<file path="config.mk">
export PLATFORM = sky130hd
export DESIGN_NAME = audio_ena_gen_flat
export DESIGN_NICKNAME = d
export VERILOG_FILES = /design/src/rtl/audio_ena_gen_if.sv /design/src/rtl/audio_ena_gen.sv /design/src/flat_wrapper.sv
export SDC_FILE = /design/constraint.sdc
export NUM_CORES = 1
export LEC_CHECK = 0
export ABC_AREA = 0
export CORE_UTILIZATION = 55
export CTS_CLUSTER_SIZE = 20
export DETAILED_ROUTE_END_ITERATION = 7
export HOLD_SLACK_MARGIN = 0.1
export PLACE_DENSITY_LB_ADDON = 0.15
export RECOVER_POWER = 50
export SLEW_MARGIN = 20
export SYNTH_ARGS = -nofsm -noshare
export SYNTH_HDL_FRONTEND = slang
export SYNTH_SLANG_ARGS = --single-unit
</file>
<file path="constraint.sdc">
create_clock -name CLK_100M -period 3.2 [get_ports CLK_100M]
set_input_delay 0.32 -clock CLK_100M [delete_from_list [all_inputs] [get_ports CLK_100M]]
set_output_delay 0.32 -clock CLK_100M [all_outputs]
set_load 0.01 [all_outputs]
</file>
<file path="src/rtl/audio_ena_gen_if.sv">
// Rate-request handshake and enable outputs of audio_ena_gen.
// SAMPLE_CNT exists only when AUDIO_ENA_CNT_EN is defined.
interface audio_ena_gen_if;
  logic [1:0]  RATE_SEL;
  logic        RATE_REQ;
  logic        RATE_ACK;
  logic        ENA;
  logic        ENA_OVS;
  logic [1:0]  RATE_CUR;
`ifdef AUDIO_ENA_CNT_EN
  logic [15:0] SAMPLE_CNT;

  modport master (output RATE_SEL, RATE_REQ,
                  input  RATE_ACK, ENA, ENA_OVS, RATE_CUR, SAMPLE_CNT);
  modport slave  (input  RATE_SEL, RATE_REQ,
                  output RATE_ACK, ENA, ENA_OVS, RATE_CUR, SAMPLE_CNT);
`else
  modport master (output RATE_SEL, RATE_REQ,
                  input  RATE_ACK, ENA, ENA_OVS, RATE_CUR);
  modport slave  (input  RATE_SEL, RATE_REQ,
                  output RATE_ACK, ENA, ENA_OVS, RATE_CUR);
`endif
endinterface

</file>
<file path="src/rtl/audio_ena_gen.sv">
// Phase-accumulator audio sample/oversample enable generator with glitch-free rate switching.
// Optional SAMPLE_CNT output enabled by defining AUDIO_ENA_CNT_EN.
module audio_ena_gen #(
  parameter int unsigned CLK_HZ     = 100000000,
  parameter int unsigned OVS        = 512,
  parameter int unsigned ACC_W      = 32,
  parameter int unsigned RESET_RATE = 0
) (
  input  logic            CLK_100M,
  input  logic            RST_N,
  audio_ena_gen_if.slave  bus
);
  localparam int unsigned CNT_W = $clog2(OVS);

  function automatic logic [ACC_W-1:0] calc_inc(input int unsigned rate_hz);
    logic [127:0] num;
    num = (128'(rate_hz) * 128'(OVS)) << ACC_W;
    calc_inc = ACC_W'((num + 128'(CLK_HZ / 2)) / 128'(CLK_HZ));
  endfunction

  // Index order: 0=48000, 1=44100, 2=96000, 3=32000 Hz.
  localparam logic [3:0][ACC_W-1:0] INC_TAB = {calc_inc(32000), calc_inc(96000),
                                                calc_inc(44100), calc_inc(48000)};

  generate
    if (64'(OVS) * 64'd96000 >= 64'(CLK_HZ)) begin : g_bad_clk
      $error("audio_ena_gen: OVS*96000 must be below CLK_HZ");
    end
    if (OVS < 2 || OVS > 1024 || (OVS & (OVS - 1)) != 0) begin : g_bad_ovs
      $error("audio_ena_gen: OVS must be a power of two in 2..1024");
    end
    if (ACC_W < 24 || ACC_W > 40) begin : g_bad_acc
      $error("audio_ena_gen: ACC_W must be in 24..40");
    end
    if (RESET_RATE > 3) begin : g_bad_rate
      $error("audio_ena_gen: RESET_RATE must be 0..3");
    end
  endgenerate

  logic [ACC_W-1:0] acc_q, acc_d;
  logic [CNT_W-1:0] ovs_cnt_q, ovs_cnt_d;
  logic             ena_q, ena_d;
  logic             ena_ovs_q, ena_ovs_d;
  logic             ack_q, ack_d;
  logic [1:0]       rate_cur_q, rate_cur_d;
  logic             pend_q, pend_d;
  logic [1:0]       pend_idx_q, pend_idx_d;

  logic [ACC_W:0]   sum;
  logic             carry;
  logic             apply;

  always_ff @(posedge CLK_100M or negedge RST_N) begin
    if (!RST_N) begin
      acc_q      <= '0;
      ovs_cnt_q  <= '0;
      ena_q      <= 1'b0;
      ena_ovs_q  <= 1'b0;
      ack_q      <= 1'b0;
      rate_cur_q <= 2'(RESET_RATE);
      pend_q     <= 1'b0;
      pend_idx_q <= 2'd0;
    end else begin
      acc_q      <= acc_d;
      ovs_cnt_q  <= ovs_cnt_d;
      ena_q      <= ena_d;
      ena_ovs_q  <= ena_ovs_d;
      ack_q      <= ack_d;
      rate_cur_q <= rate_cur_d;
      pend_q     <= pend_d;
      pend_idx_q <= pend_idx_d;
    end
  end

  always_comb begin
    sum       = {1'b0, acc_q} + {1'b0, INC_TAB[rate_cur_q]};
    carry     = sum[ACC_W];
    acc_d     = sum[ACC_W-1:0];
    ena_ovs_d = carry;
    ovs_cnt_d = carry ? ovs_cnt_q + CNT_W'(1) : ovs_cnt_q;
    ena_d     = carry && (ovs_cnt_q == CNT_W'(OVS - 1));

    // Switch only on a sample boundary; a request arriving in that same
    // cycle becomes the next pending rate rather than the applied one.
    apply      = ena_q && pend_q;
    rate_cur_d = apply ? pend_idx_q : rate_cur_q;
    ack_d      = apply;
    pend_idx_d = bus.RATE_REQ ? bus.RATE_SEL : pend_idx_q;
    if (bus.RATE_REQ) begin
      pend_d = 1'b1;
    end else if (apply) begin
      pend_d = 1'b0;
    end else begin
      pend_d = pend_q;
    end
  end

  assign bus.ENA      = ena_q;
  assign bus.ENA_OVS  = ena_ovs_q;
  assign bus.RATE_ACK = ack_q;
  assign bus.RATE_CUR = rate_cur_q;

`ifdef AUDIO_ENA_CNT_EN
  logic [15:0] sample_cnt_q, sample_cnt_d;

  always_comb sample_cnt_d = ena_d ? sample_cnt_q + 16'd1 : sample_cnt_q;

  always_ff @(posedge CLK_100M or negedge RST_N) begin
    if (!RST_N) begin
      sample_cnt_q <= 16'd0;
    end else begin
      sample_cnt_q <= sample_cnt_d;
    end
  end

  assign bus.SAMPLE_CNT = sample_cnt_q;
`else
  // No sample counter in this build.
`endif

endmodule

</file>
<file path="src/flat_wrapper.sv">
// flat-port wrapper written by rule: the top's interface ports become plain ports
module audio_ena_gen_flat 
#(
  parameter int unsigned CLK_HZ     = 100000000,
  parameter int unsigned OVS        = 512,
  parameter int unsigned ACC_W      = 32,
  parameter int unsigned RESET_RATE = 0
)
  (CLK_100M, RST_N, bus_RATE_SEL, bus_RATE_REQ, bus_RATE_ACK, bus_ENA, bus_ENA_OVS, bus_RATE_CUR);
  audio_ena_gen_if bus_i ();
  input  logic CLK_100M;
  input  logic RST_N;
  input wire logic [$bits(bus_i.RATE_SEL)-1:0] bus_RATE_SEL;
  input wire logic [$bits(bus_i.RATE_REQ)-1:0] bus_RATE_REQ;
  output wire logic [$bits(bus_i.RATE_ACK)-1:0] bus_RATE_ACK;
  output wire logic [$bits(bus_i.ENA)-1:0] bus_ENA;
  output wire logic [$bits(bus_i.ENA_OVS)-1:0] bus_ENA_OVS;
  output wire logic [$bits(bus_i.RATE_CUR)-1:0] bus_RATE_CUR;
  assign bus_i.RATE_SEL = bus_RATE_SEL;
  assign bus_i.RATE_REQ = bus_RATE_REQ;
  assign bus_RATE_ACK = bus_i.RATE_ACK;
  assign bus_ENA = bus_i.ENA;
  assign bus_ENA_OVS = bus_i.ENA_OVS;
  assign bus_RATE_CUR = bus_i.RATE_CUR;
  audio_ena_gen #(.CLK_HZ(CLK_HZ), .OVS(OVS), .ACC_W(ACC_W), .RESET_RATE(RESET_RATE)) u_core (.CLK_100M(CLK_100M), .RST_N(RST_N), .bus(bus_i));
endmodule
</file>
==> flow_summary.yaml <==
pwr:
  comb_power_share: 0.020
  seqPwrFrac: 0.616
  swShare: 0.223
  pwr-share-clk: 0.363
  irDropWorstVdd_mv: 0.185
  intPower_mw: 0.784
  p_per_area_nw_per_um2: 285
  leakage_nw: 1.57
  p_sw_mw: 0.226
drt:
  first_pass_iters: 4
  avgRoutedWirePerCell_um: 15.9
  routed_wl_mm: 6.66
  vias: 2399
  drc_errors: 0
  antenna_left: 0
  drt-initial-drc-count: 199
  avgViaCountPerCell: 5.73
sta:
  post-route-min-period_ns: 3.01
  max_freq_mhz: 332
  hold_viol: 0
  fin_crit_sh: 0.941
  whs_ns: 0.470
  max_slew_margin: -0.116
  setup_viol: 0
  report.final.slew_viol_count: 31
  finClkSkew_ns: 0.0105
  worst_pin_slew_ns: 1.67
synth:
  ys_ff_latch: 49
  syn_avg_cell_area_sq_um: 9.96
  syn-cell-area_sq_um: 3140
  synth_edf_count: 0
  synth_cell_types: 56
  synthArstFlopShare: 1.00
  synth_fp_nets: 349
  yosys_warnings: 0
  synthFlopType: "dfrtp_1"
  synth-seq-area-share: 0.391
  syn_inst: 315
global_routing:
  grt_use_met1: 0.358
  met3_usage: 0.0376
  grt_pass1_vias: 2367
  met2_usage: 0.374
  grt.busiest_layer: "met2"
  grt_overflow: 0
  grt_use_total: 0.245
  grt_first_pass_wirelength_mm: 11.4
  antenna_found_initial: 0
  grt_start_max_net_pins: 31
clock_network:
  cts.sinks: 49
  cts_buffers: 5
  cts_tree: "yes"
  htreeDepth: 2
  clock_path_buffers: 2
  clockRootBuffer: "clkbuf_8"
  clk_latency_ns: 0.31
  cts.clk_slew.worst_paths_ns: 0.09
layout:
  drive_gt1_frac: 0.164
  final_common_cell: "dfrtp_1"
  regArea_sq_um: 1230
  synthToLayoutAreaGrowth_pct: 12.8
  layout_common_cells: "dfrtp_1, nand2_1, xnor2_1, ha_1, nor2_1"
  multi_input_area_sq_um: 1830
  n_fill_cell: 460
  nets: 380
  antenna_cells: 0
  fin_util: 0.643
worst_setup_path:
  critical_path_arrival_ns: 3.21
  timing.reg2reg.setup_slack_ns: 0.19
  worstSetupEndpointType: "register"
  critPathRequiredTime_ns: 3.40
  worst_r2r_path_depth: 14
  critPathMaxFanout: 5
  r2r_end: "u_core.ovs_cnt_q[1]$_DFFE_PN0P_"
  critPathKind: "reg -> reg"
  reg2reg_from: "u_core.bus.RATE_CUR[0]$_DFFE_PN0P_"
  cp-start-kind: "register"
floorplan:
  coreArea_sq_um: 5510
  start_util: 0.570
  ios: 10
  die_w_um: 77.5
  dieArea_sq_um: 6010
  fp.dieH_um: 77.5
  row_count: 27
run_status:
  status: "finished, violations left"
  violations: "capacitance limit, slew limit"
hold_path:
  hp-class: "reg -> reg"
  whs_path_depth: 1
  hold_end: "u_core.ovs_cnt_q[7]$_DFFE_PN0P_"
  min-delay-start: "u_core.ovs_cnt_q[7]$_DFFE_PN0P_"
run:
  cap_viol_max_count: 1
placement:
  port_buffers: 9
  routabilityCongestion: 0.921
  dp_hpwl_mm: 5.05
## flip-flops by register name, indices dropped and copies added, names as in the netlist
name                 flops
u_core.bus.RATE_ACK      1
u_core.bus.ENA           1
u_core.bus.RATE_CUR      2
u_core.acc_q            32
u_core.ovs_cnt_q         9
u_core.pend_idx_q        2
u_core.bus.ENA_OVS       1
u_core.pend_q            1
## cell usage after synthesis, drive strengths merged (2+ instances only)
cell | instances | share of area
a2111oi | 2 | 0.0080
a211oi | 2 | 0.0088
a21o | 5 | 0.012
a21oi | 19 | 0.030
a311oi | 2 | 0.0056
a31o | 2 | 0.0056
a31oi | 10 | 0.027
and3 | 2 | 0.0040
clkbuf | 4 | 0.0048
dfrtp | 49 | 0.39
ha | 28 | 0.11
inv | 19 | 0.023
mux2 | 4 | 0.017
nand2 | 28 | 0.033
nand2b | 2 | 0.0040
nand3 | 5 | 0.0080
nand4 | 7 | 0.014
nor2 | 27 | 0.033
nor2b | 5 | 0.010
nor3 | 4 | 0.0064
o211ai | 5 | 0.014
o21a | 2 | 0.0048
o21ai | 19 | 0.034
o21bai | 2 | 0.0048
o31ai | 4 | 0.013
or2 | 2 | 0.0040
xnor2 | 28 | 0.081
xor2 | 12 | 0.036
## cells by family (layout without fill, tap and decap cells)
family	after synthesis	in the layout	share of synthesized area
compound gates	82	82	0.189
xor+xnor	40	40	0.116
fa+ha+maj	29	29	0.118
buf+inv	24	56	0.0311
flops	49	49	0.391
mux	5	5	0.0199
simple gates	86	86	0.134
## stage by stage
| step | TNS, ns | cells | setup WS, ns | instance area, sq um | total power, mW |
|---|---|---|---|---|---|
| after CTS | 0 | 417 | 0.0285 | 3510 | 1.02 |
| after global placement | 0 | 408 | 0.172 | 3420 | 0.656 |
| final | 0 | 419 | 0.190 | 3540 | 1.01 |
| after global routing | -0.00496 | 419 | -0.00496 | 3540 | 1.05 |
| after detailed placement | 0 | 408 | 0.0361 | 3420 | 0.656 |
| after floorplan | 0 | 315 | 0.0129 | 3140 | 0.637 |
## area by class of cell
class | count | share of cell area
well taps | 72 | 0.0255
multi-input cells | 242 | 0.517
repair buffers | 29 | 0.0661
clock inverters | 2 | 0.00389
clock buffers | 6 | 0.0205
inverters | 19 | 0.0202
flip-flops and latches | 49 | 0.347
## worst max-delay path: stages, from the launching register on
cell and delay [ns]:
dfrtp_2 0.37, inv_2 0.06, ha_1 0.21, or2_2 0.32
ha_2 0.18, inv_1 0.07, fa_2 0.22, nor2b_2 0.05
o211ai_1 0.31, a31oi_4 0.15, a211oi_4 0.21, buf_4 0.18
nor4_4 0.05, o21ai_4 0.21, mux2_4 0.32
## layer usage
metal,vias up,wire length (um)
li1,1175,-
met1,1154,3210
met2,62,2990
met3,8,384
met4,0,76
met5,-,0
## repair_timing
| action | in CTS | in global routing |
|---|---|---|
| endpoints found under the hold margin | 29 | 0 |
| setup buffers | 0 | 2 |
| endpoints found under the setup margin | 0 | 16 |
| hold buffers | 1 | 0 |
| resized for setup | 0 | 5 |
## worst max-delay path by stage
stage                                       startpoint                         endpoint  slack, ns  depth (start not counted)
floorplan           u_core.bus.RATE_CUR[1]$_DFFE_PN0P_  u_core.ovs_cnt_q[1]$_DFFE_PN0P_       0.01                         14
global placement    u_core.bus.RATE_CUR[0]$_DFFE_PN0P_  u_core.ovs_cnt_q[1]$_DFFE_PN0P_       0.17                         13
detailed placement  u_core.bus.RATE_CUR[1]$_DFFE_PN0P_  u_core.ovs_cnt_q[1]$_DFFE_PN0P_       0.04                         13
CTS                 u_core.bus.RATE_CUR[0]$_DFFE_PN0P_  u_core.ovs_cnt_q[1]$_DFFE_PN0P_       0.03                         13
global route        u_core.bus.RATE_CUR[0]$_DFFE_PN0P_  u_core.ovs_cnt_q[2]$_DFFE_PN0P_     -0.005                         15
finish              u_core.bus.RATE_CUR[0]$_DFFE_PN0P_  u_core.ovs_cnt_q[1]$_DFFE_PN0P_       0.19                         14
## power by group through the flow
stage	registers [mW]	logic [mW]	clock network [mW]
global route	0.623	0.0241	0.401
detailed placement	0.635	0.0214	0
CTS	0.622	0.0224	0.375
finish	0.622	0.0206	0.367
global placement	0.635	0.0213	0
floorplan	0.634	0.00271	0
Power figures use the tool's default switching activity.
